`config.mk`:
```
export PLATFORM = sky130hd
export DESIGN_NAME = mem_req_bridge
export DESIGN_NICKNAME = d
export VERILOG_FILES = /design/src/rtl/mem_bridge_pkg.sv /design/src/rtl/mem_bridge_fifo.sv /design/src/rtl/mem_req_bridge.sv
export SDC_FILE = /design/constraint.sdc
export NUM_CORES = 1
export LEC_CHECK = 0
export BUFFER_PORTS_ARGS = -buffer_cell sky130_fd_sc_hd__clkbuf_2
export CORE_ASPECT_RATIO = 1.1
export CORE_MARGIN = 3
export CORE_UTILIZATION = 52
export DETAILED_ROUTE_END_ITERATION = 10
export PLACE_DENSITY = 0.86
export SETUP_SLACK_MARGIN = 0.02
export SYNTH_ARGS = -nofsm -noshare
export SYNTH_HDL_FRONTEND = slang
export SYNTH_SLANG_ARGS = --single-unit
```
`constraint.sdc`:
```
create_clock -name clk -period 5.2 [get_ports clk]
set_clock_uncertainty 0.05 [all_clocks]
set_input_delay 0.78 -clock clk [delete_from_list [all_inputs] [get_ports clk]]
set_output_delay 0.78 -clock clk [all_outputs]
set_load 0.03 [all_outputs]
```
`src/rtl/mem_bridge_pkg.sv`:
```
// Shared types and sizing for the RAM mux secondary-port request bridge.
// MEM_BRIDGE_NARROW_EN adds a per-request is_32b flag to mem_req_t.
package mem_bridge_pkg;
  localparam int MB_ADDR_WIDTH = 32;
  localparam int MB_DATA_WIDTH = 128;
  localparam int MB_REQ_DEPTH  = 4;
  localparam int MB_RSP_DEPTH  = 4;

  typedef struct packed {
    logic [MB_ADDR_WIDTH-1:0]   addr;
    logic                       we;
    logic [MB_DATA_WIDTH/8-1:0] be;
    logic [MB_DATA_WIDTH-1:0]   wdata;
`ifdef MEM_BRIDGE_NARROW_EN
    logic                       is_32b;
`endif
  } mem_req_t;

  // Occupancy counter width: must represent 0..depth inclusive.
  function automatic int cnt_width(input int depth);
    return $clog2(depth) + 1;
  endfunction
endpackage

```
`src/rtl/mem_bridge_fifo.sv`:
```
// Type/depth parameterised synchronous FIFO; head entry read straight from storage.
// Push while full is accepted only when a pop happens in the same cycle.
module mem_bridge_fifo
  import mem_bridge_pkg::*;
#(
  parameter type T     = logic [7:0],
  parameter int  DEPTH = 4,
  localparam int CW    = cnt_width(DEPTH)
) (
  input  logic          clk,
  input  logic          rst,
  input  logic          push,
  input  T              wdata,
  input  logic          pop,
  output T              rdata,
  output logic          full,
  output logic          empty,
  output logic [CW-1:0] count
);
  localparam int AW = $clog2(DEPTH);
  localparam logic [CW-1:0] FULL_CNT = CW'(DEPTH);

  T               mem [DEPTH];
  logic [AW-1:0]  wptr, rptr;
  logic           do_push, do_pop;

  assign full    = (count == FULL_CNT);
  assign empty   = (count == '0);
  assign do_pop  = pop & !empty;
  assign do_push = push & (!full | do_pop);
  assign rdata   = mem[rptr];

  always_ff @(posedge clk or posedge rst) begin
    if (rst) begin
      wptr  <= '0;
      rptr  <= '0;
      count <= '0;
    end else begin
      if (do_push) wptr <= wptr + 1'b1;
      if (do_pop)  rptr <= rptr + 1'b1;
      case ({do_push, do_pop})
        2'b10:   count <= count + 1'b1;
        2'b01:   count <= count - 1'b1;
        default: count <= count;
      endcase
    end
  end

  // Storage needs no reset: pointers/count gate every read.
  always_ff @(posedge clk) begin
    if (do_push) mem[wptr] <= wdata;
  end
endmodule

```
`src/rtl/mem_req_bridge.sv`:
```
// valid/ready request/response streams to RAM mux req/gnt/rvalid port, with response credit.
// Define MEM_BRIDGE_NARROW_EN to carry req_is_32b_i through to mem_is_32b_o.
module mem_req_bridge
  import mem_bridge_pkg::*;
#(
  parameter int ADDR_WIDTH = MB_ADDR_WIDTH,
  parameter int DATA_WIDTH = MB_DATA_WIDTH,
  parameter int REQ_DEPTH  = MB_REQ_DEPTH,
  parameter int RSP_DEPTH  = MB_RSP_DEPTH
) (
  input  logic                    clk,
  input  logic                    rst,
  input  logic                    req_valid_i,
  output logic                    req_ready_o,
  input  logic [ADDR_WIDTH-1:0]   req_addr_i,
  input  logic                    req_we_i,
  input  logic [DATA_WIDTH/8-1:0] req_be_i,
  input  logic [DATA_WIDTH-1:0]   req_wdata_i,
`ifdef MEM_BRIDGE_NARROW_EN
  input  logic                    req_is_32b_i,
`endif
  output logic                    rsp_valid_o,
  input  logic                    rsp_ready_i,
  output logic [DATA_WIDTH-1:0]   rsp_rdata_o,
  output logic                    mem_req_o,
  input  logic                    mem_gnt_i,
  input  logic                    mem_rvalid_i,
  output logic [ADDR_WIDTH-1:0]   mem_addr_o,
  output logic                    mem_we_o,
  output logic [DATA_WIDTH/8-1:0] mem_be_o,
  output logic [DATA_WIDTH-1:0]   mem_wdata_o,
  input  logic [DATA_WIDTH-1:0]   mem_rdata_i,
  output logic                    mem_is_32b_o,
  output logic                    busy_o
);
  localparam int RCW = cnt_width(REQ_DEPTH);
  localparam int SCW = cnt_width(RSP_DEPTH);

  mem_req_t              req_in, head;
  logic                  req_full, req_empty, req_push, req_pop;
  logic [RCW-1:0]        req_count;
  logic                  rsp_full, rsp_empty, rsp_push, rsp_pop;
  logic [SCW-1:0]        rsp_count;
  logic [DATA_WIDTH-1:0] rsp_head;
  logic [SCW:0]          rsp_used;
  logic                  inflight_q, inflight_rd_q, credit_ok, grant;

  always_comb begin
    req_in       = '0;
    req_in.addr  = req_addr_i;
    req_in.we    = req_we_i;
    req_in.be    = req_be_i;
    req_in.wdata = req_wdata_i;
`ifdef MEM_BRIDGE_NARROW_EN
    req_in.is_32b = req_is_32b_i;
`endif
  end

  assign req_ready_o = !req_full & !rst;
  assign req_push    = req_valid_i & req_ready_o;

  mem_bridge_fifo #(.T(mem_req_t), .DEPTH(REQ_DEPTH)) u_req_fifo (
    .clk(clk), .rst(rst), .push(req_push), .wdata(req_in), .pop(req_pop),
    .rdata(head), .full(req_full), .empty(req_empty), .count(req_count)
  );

  // rvalid has no backpressure, so a read only issues with a response slot reserved.
  // A returning read moves its reservation from inflight to the FIFO, so credit never shrinks.
  assign rsp_used  = {1'b0, rsp_count} + {{SCW{1'b0}}, inflight_rd_q};
  assign credit_ok = !rsp_full & (rsp_used < (SCW+1)'(RSP_DEPTH));
  assign mem_req_o = !req_empty & (head.we | credit_ok);
  assign grant     = mem_req_o & mem_gnt_i;
  assign req_pop   = grant;

  assign mem_addr_o  = mem_req_o ? head.addr  : '0;
  assign mem_we_o    = mem_req_o & head.we;
  assign mem_be_o    = mem_req_o ? head.be    : '0;
  assign mem_wdata_o = mem_req_o ? head.wdata : '0;
`ifdef MEM_BRIDGE_NARROW_EN
  assign mem_is_32b_o = mem_req_o & head.is_32b;
`else
  assign mem_is_32b_o = 1'b0;
`endif

  always_ff @(posedge clk or posedge rst) begin
    if (rst) begin
      inflight_q    <= 1'b0;
      inflight_rd_q <= 1'b0;
    end else begin
      inflight_q    <= grant;
      inflight_rd_q <= grant & !head.we;
    end
  end

  // Write completions and stray rvalids never reach the response FIFO.
  assign rsp_push    = mem_rvalid_i & inflight_rd_q;
  assign rsp_valid_o = !rsp_empty;
  assign rsp_pop     = rsp_valid_o & rsp_ready_i;
  assign rsp_rdata_o = rsp_valid_o ? rsp_head : '0;

  mem_bridge_fifo #(.T(logic [DATA_WIDTH-1:0]), .DEPTH(RSP_DEPTH)) u_rsp_fifo (
    .clk(clk), .rst(rst), .push(rsp_push), .wdata(mem_rdata_i), .pop(rsp_pop),
    .rdata(rsp_head), .full(rsp_full), .empty(rsp_empty), .count(rsp_count)
  );

  assign busy_o = (req_count != '0) | inflight_q | !rsp_empty;
endmodule

```
==> results.json <==
{
  "syn_inst": 2024,
  "place_area_um2": 51600,
  "slew_headroom_pct": 12.0,
  "clock-sinks": 1236,
  "final_cell_mix": "edfxtp_1 (1,220), clkbuf_2 (619), mux4_2 (305)",
  "grt_pass1_wl_um": 165000,
  "numCtsBuffers": 113,
  "netlist_area_um2": 46900,
  "core-area_um2": 88600,
  "die-area_um2": 93800,
  "setup_viol": 0,
  "avgRoutedWirePerCell_um": 28.1,
  "gr-usage-all-layers_pct": 23.8,
  "ys_seq_area_share_pct": 79.0,
  "reg2reg_depth": 4,
  "power_density_nw_per_um2": 607,
  "cp.required_ns": 4.37,
  "mostFrequentLayoutCell": "edfxtp_1",
  "clockBufferDepth": 3,
  "drive_gt1_share_pct": 41.2,
  "syn_nets": 2347,
  "grt_pass1_vias": 25200,
  "grt_overflow": 0,
  "final_area_um2": 55400,
  "dp_hpwl_um": 66800,
  "vias": 23600,
  "hold_buffers": 0,
  "rsz0062_at_grt": "false",
  "startpoint": "u_req_fifo.rptr[0]$_DFFE_PP0P_",
  "max_cap_violations": 0,
  "viasPerCell": 5.89,
  "drtPass1Iterations": 7,
  "initial_utilization_pct": 52.9,
  "r2r-start": "u_req_fifo.count[0]$_DFFE_PP0P_",
  "cts_tree": "done",
  "setup.worst_path.class": "reg -> out",
  "max_slew.worst_pin.slew_ns": 1.31,
  "max_freq_ghz": 0.223,
  "io_pins": 621,
  "die_h_um": 321,
  "start_kind": "flop",
  "fp.dieW_um": 292,
  "setup_slack_ns": 0.712,
  "arrival_ns": 3.66,
  "rows": 114,
  "r2r_slack_ns": 2.09,
  "drcViolationCount": 0,
  "hp-class": "in -> async",
  "final_hold_viol_count": 0,
  "cp_cell_sequence": "mux4_2 -> o21ai_4 -> buf_12 -> nor2b_1 -> clkbuf_2",
  "dp_slack_ns": 1.50,
  "cts_resized": 0,
  "path_max_fanout": 36,
  "synth_cell_type_count": 30,
  "period_minus_slack_ns": 4.49,
  "ant_nets": 0,
  "cp_slowest_stage_delay_ns": 1.04,
  "endpoint_kind": "primary output",
  "power_w": 0.0336,
  "grt_max_degree": 151,
  "place_congestion": 0.842,
  "avgSynthCellArea_um2": 23.2,
  "port_buffers": 619,
  "drv_slew": 0,
  "drt_iter0_drc": 2159,
  "p_leak_nw": 18.9,
  "clkLatencyLatePin_ns": 0.68,
  "root_buffer": "clkbuf_16",
  "nets": 3023,
  "status": "complete, no violations",
  "path_clk_slew_ns": 0.07,
  "cpMaxStageDelayCell": "o21ai_4",
  "yosysWarnings": 0,
  "fin_setup_tns_ns": 0,
  "area_growth_pct": 18.2,
  "post_cts_buffers": 0,
  "htreeDepth": 3,
  "period_share_pct": 86.3,
  "antenna_found_initial": 42,
  "wl_um": 112000,
  "rr_endpoint": "u_req_fifo.mem[0][108]$_DFFE_PP_",
  "synth-seq-cells": 1236,
  "ir_worst_vdd_mv": 0.546
}
==> routing by layer <==
layer  part of all wire (%)  GRT usage [%]
met5                  0.032              0
met1                     33           27.6
met3                    7.5           4.94
met2                     52           40.7
met4                    7.1           15.4
==> area by class of cell <==
cell class                 count  area, um^2
timing repair buffer         665        3690
tap                         1160        1450
clock buffer                 139        3000
inverter                      12        45.0
sequential                  1236       37100
clock inverter                73         744
antenna                       40         100
fill                        5611       33200
multi-input combinational    672        9320
==> registers in the layout (all words and copies together) (netlist names) <==
signal	flops
u_rsp_fifo.wptr	2
u_req_fifo.mem	708
u_req_fifo.count	3
u_rsp_fifo.mem	512
u_rsp_fifo.rptr	2
u_req_fifo.rptr	2
inflight_q	1
inflight_rd_q	1
u_req_fifo.wptr	2
u_rsp_fifo.count	3
==> synth_stat cells <==
| cell | count | area share [%] |
|---|---|---|
| edfxtp_1 | 1220 | 78 |
| mux4_2 | 305 | 15 |
| nor2b_1 | 177 | 2.4 |
| and2_1 | 138 | 1.8 |
| buf_2 | 38 | 0.41 |
| clkbuf_1 | 36 | 0.29 |
| buf_4 | 17 | 0.27 |
| dfrtp_1 | 16 | 0.85 |
| buf_1 | 13 | 0.10 |
| inv_1 | 12 | 0.096 |
| ha_1 | 10 | 0.27 |
| nor2_1 | 7 | 0.056 |
| xnor2_1 | 6 | 0.11 |
| xor2_1 | 5 | 0.093 |
| mux2_2 | 4 | 0.096 |
| or3_1 | 3 | 0.040 |
| a21oi_1 | 2 | 0.021 |
| fa_1 | 2 | 0.085 |
| nand2_1 | 2 | 0.016 |
| a2111oi_0 | 1 | 0.019 |
| a211oi_1 | 1 | 0.016 |
| a31oi_1 | 1 | 0.013 |
| conb_1 | 1 | 0.0080 |
| mux2i_1 | 1 | 0.021 |
| nand3_1 | 1 | 0.011 |
| nor3_1 | 1 | 0.011 |
| nor3b_1 | 1 | 0.016 |
| nor4b_1 | 1 | 0.019 |
| o2111a_1 | 1 | 0.024 |
| o21ai_2 | 1 | 0.019 |
==> logic make-up (layout without fill, tap and decap cells) <==
group                      Yosys count  in the layout  synth area share, %
muxes                              310            310                 14.8
AOI/OAI and AO/OA                    7              7                0.112
DFF                               1236           1236                 79.0
xor gates and xnor gates            11             11                0.206
and+or+nand+nor                    331            331                 4.37
other                                1             41              0.00800
adders and majority gates           12             12                0.352
buffers and inverters              116            889                 1.17
==> through the flow <==
step           hold slack (ns)  utilization, %  instances
5_1_grt                  0.166            62.5       3996
3_5_place_dp             0.472            58.2       3745
6_report                 0.146            62.5       3997
4_1_cts                  0.116            62.4       3957
3_3_place_gp             0.437            58.2       3745
2_1_floorplan            0.418               -       2024
==> worst max-delay path: cells and delay by family, from the launching register on <==
kind / cells / cell delay (ns)
AO/OA/AOI/OAI: 1 / 1.04
AND/OR/NAND/NOR: 1 / 0.14
buffers and inverters: 2 / 0.52
flip-flops: 1 / 0.61
multiplexers: 1 / 0.63
==> power breakdown <==
part	total (W)	switching, W	internal (W)
clock network	0.00826	0.00356	0.00471
logic	0.0129	0.00832	0.00461
registers	0.0124	0.000553	0.0119
total	0.0336	0.0124	0.0212
==> how the worst max path moves through the flow <==
stage	endpoint	slack, ns
2_1_floorplan	u_rsp_fifo.mem[0][0]$_DFFE_PP_	0.55
3_3_place_gp	mem_wdata_o[110]	1.56
3_5_place_dp	mem_wdata_o[25]	1.50
4_1_cts	mem_wdata_o[25]	0.73
5_1_grt	mem_wdata_o[55]	0.55
6_report	mem_addr_o[15]	0.71
No activity file was read; power rests on OpenSTA's default activity.
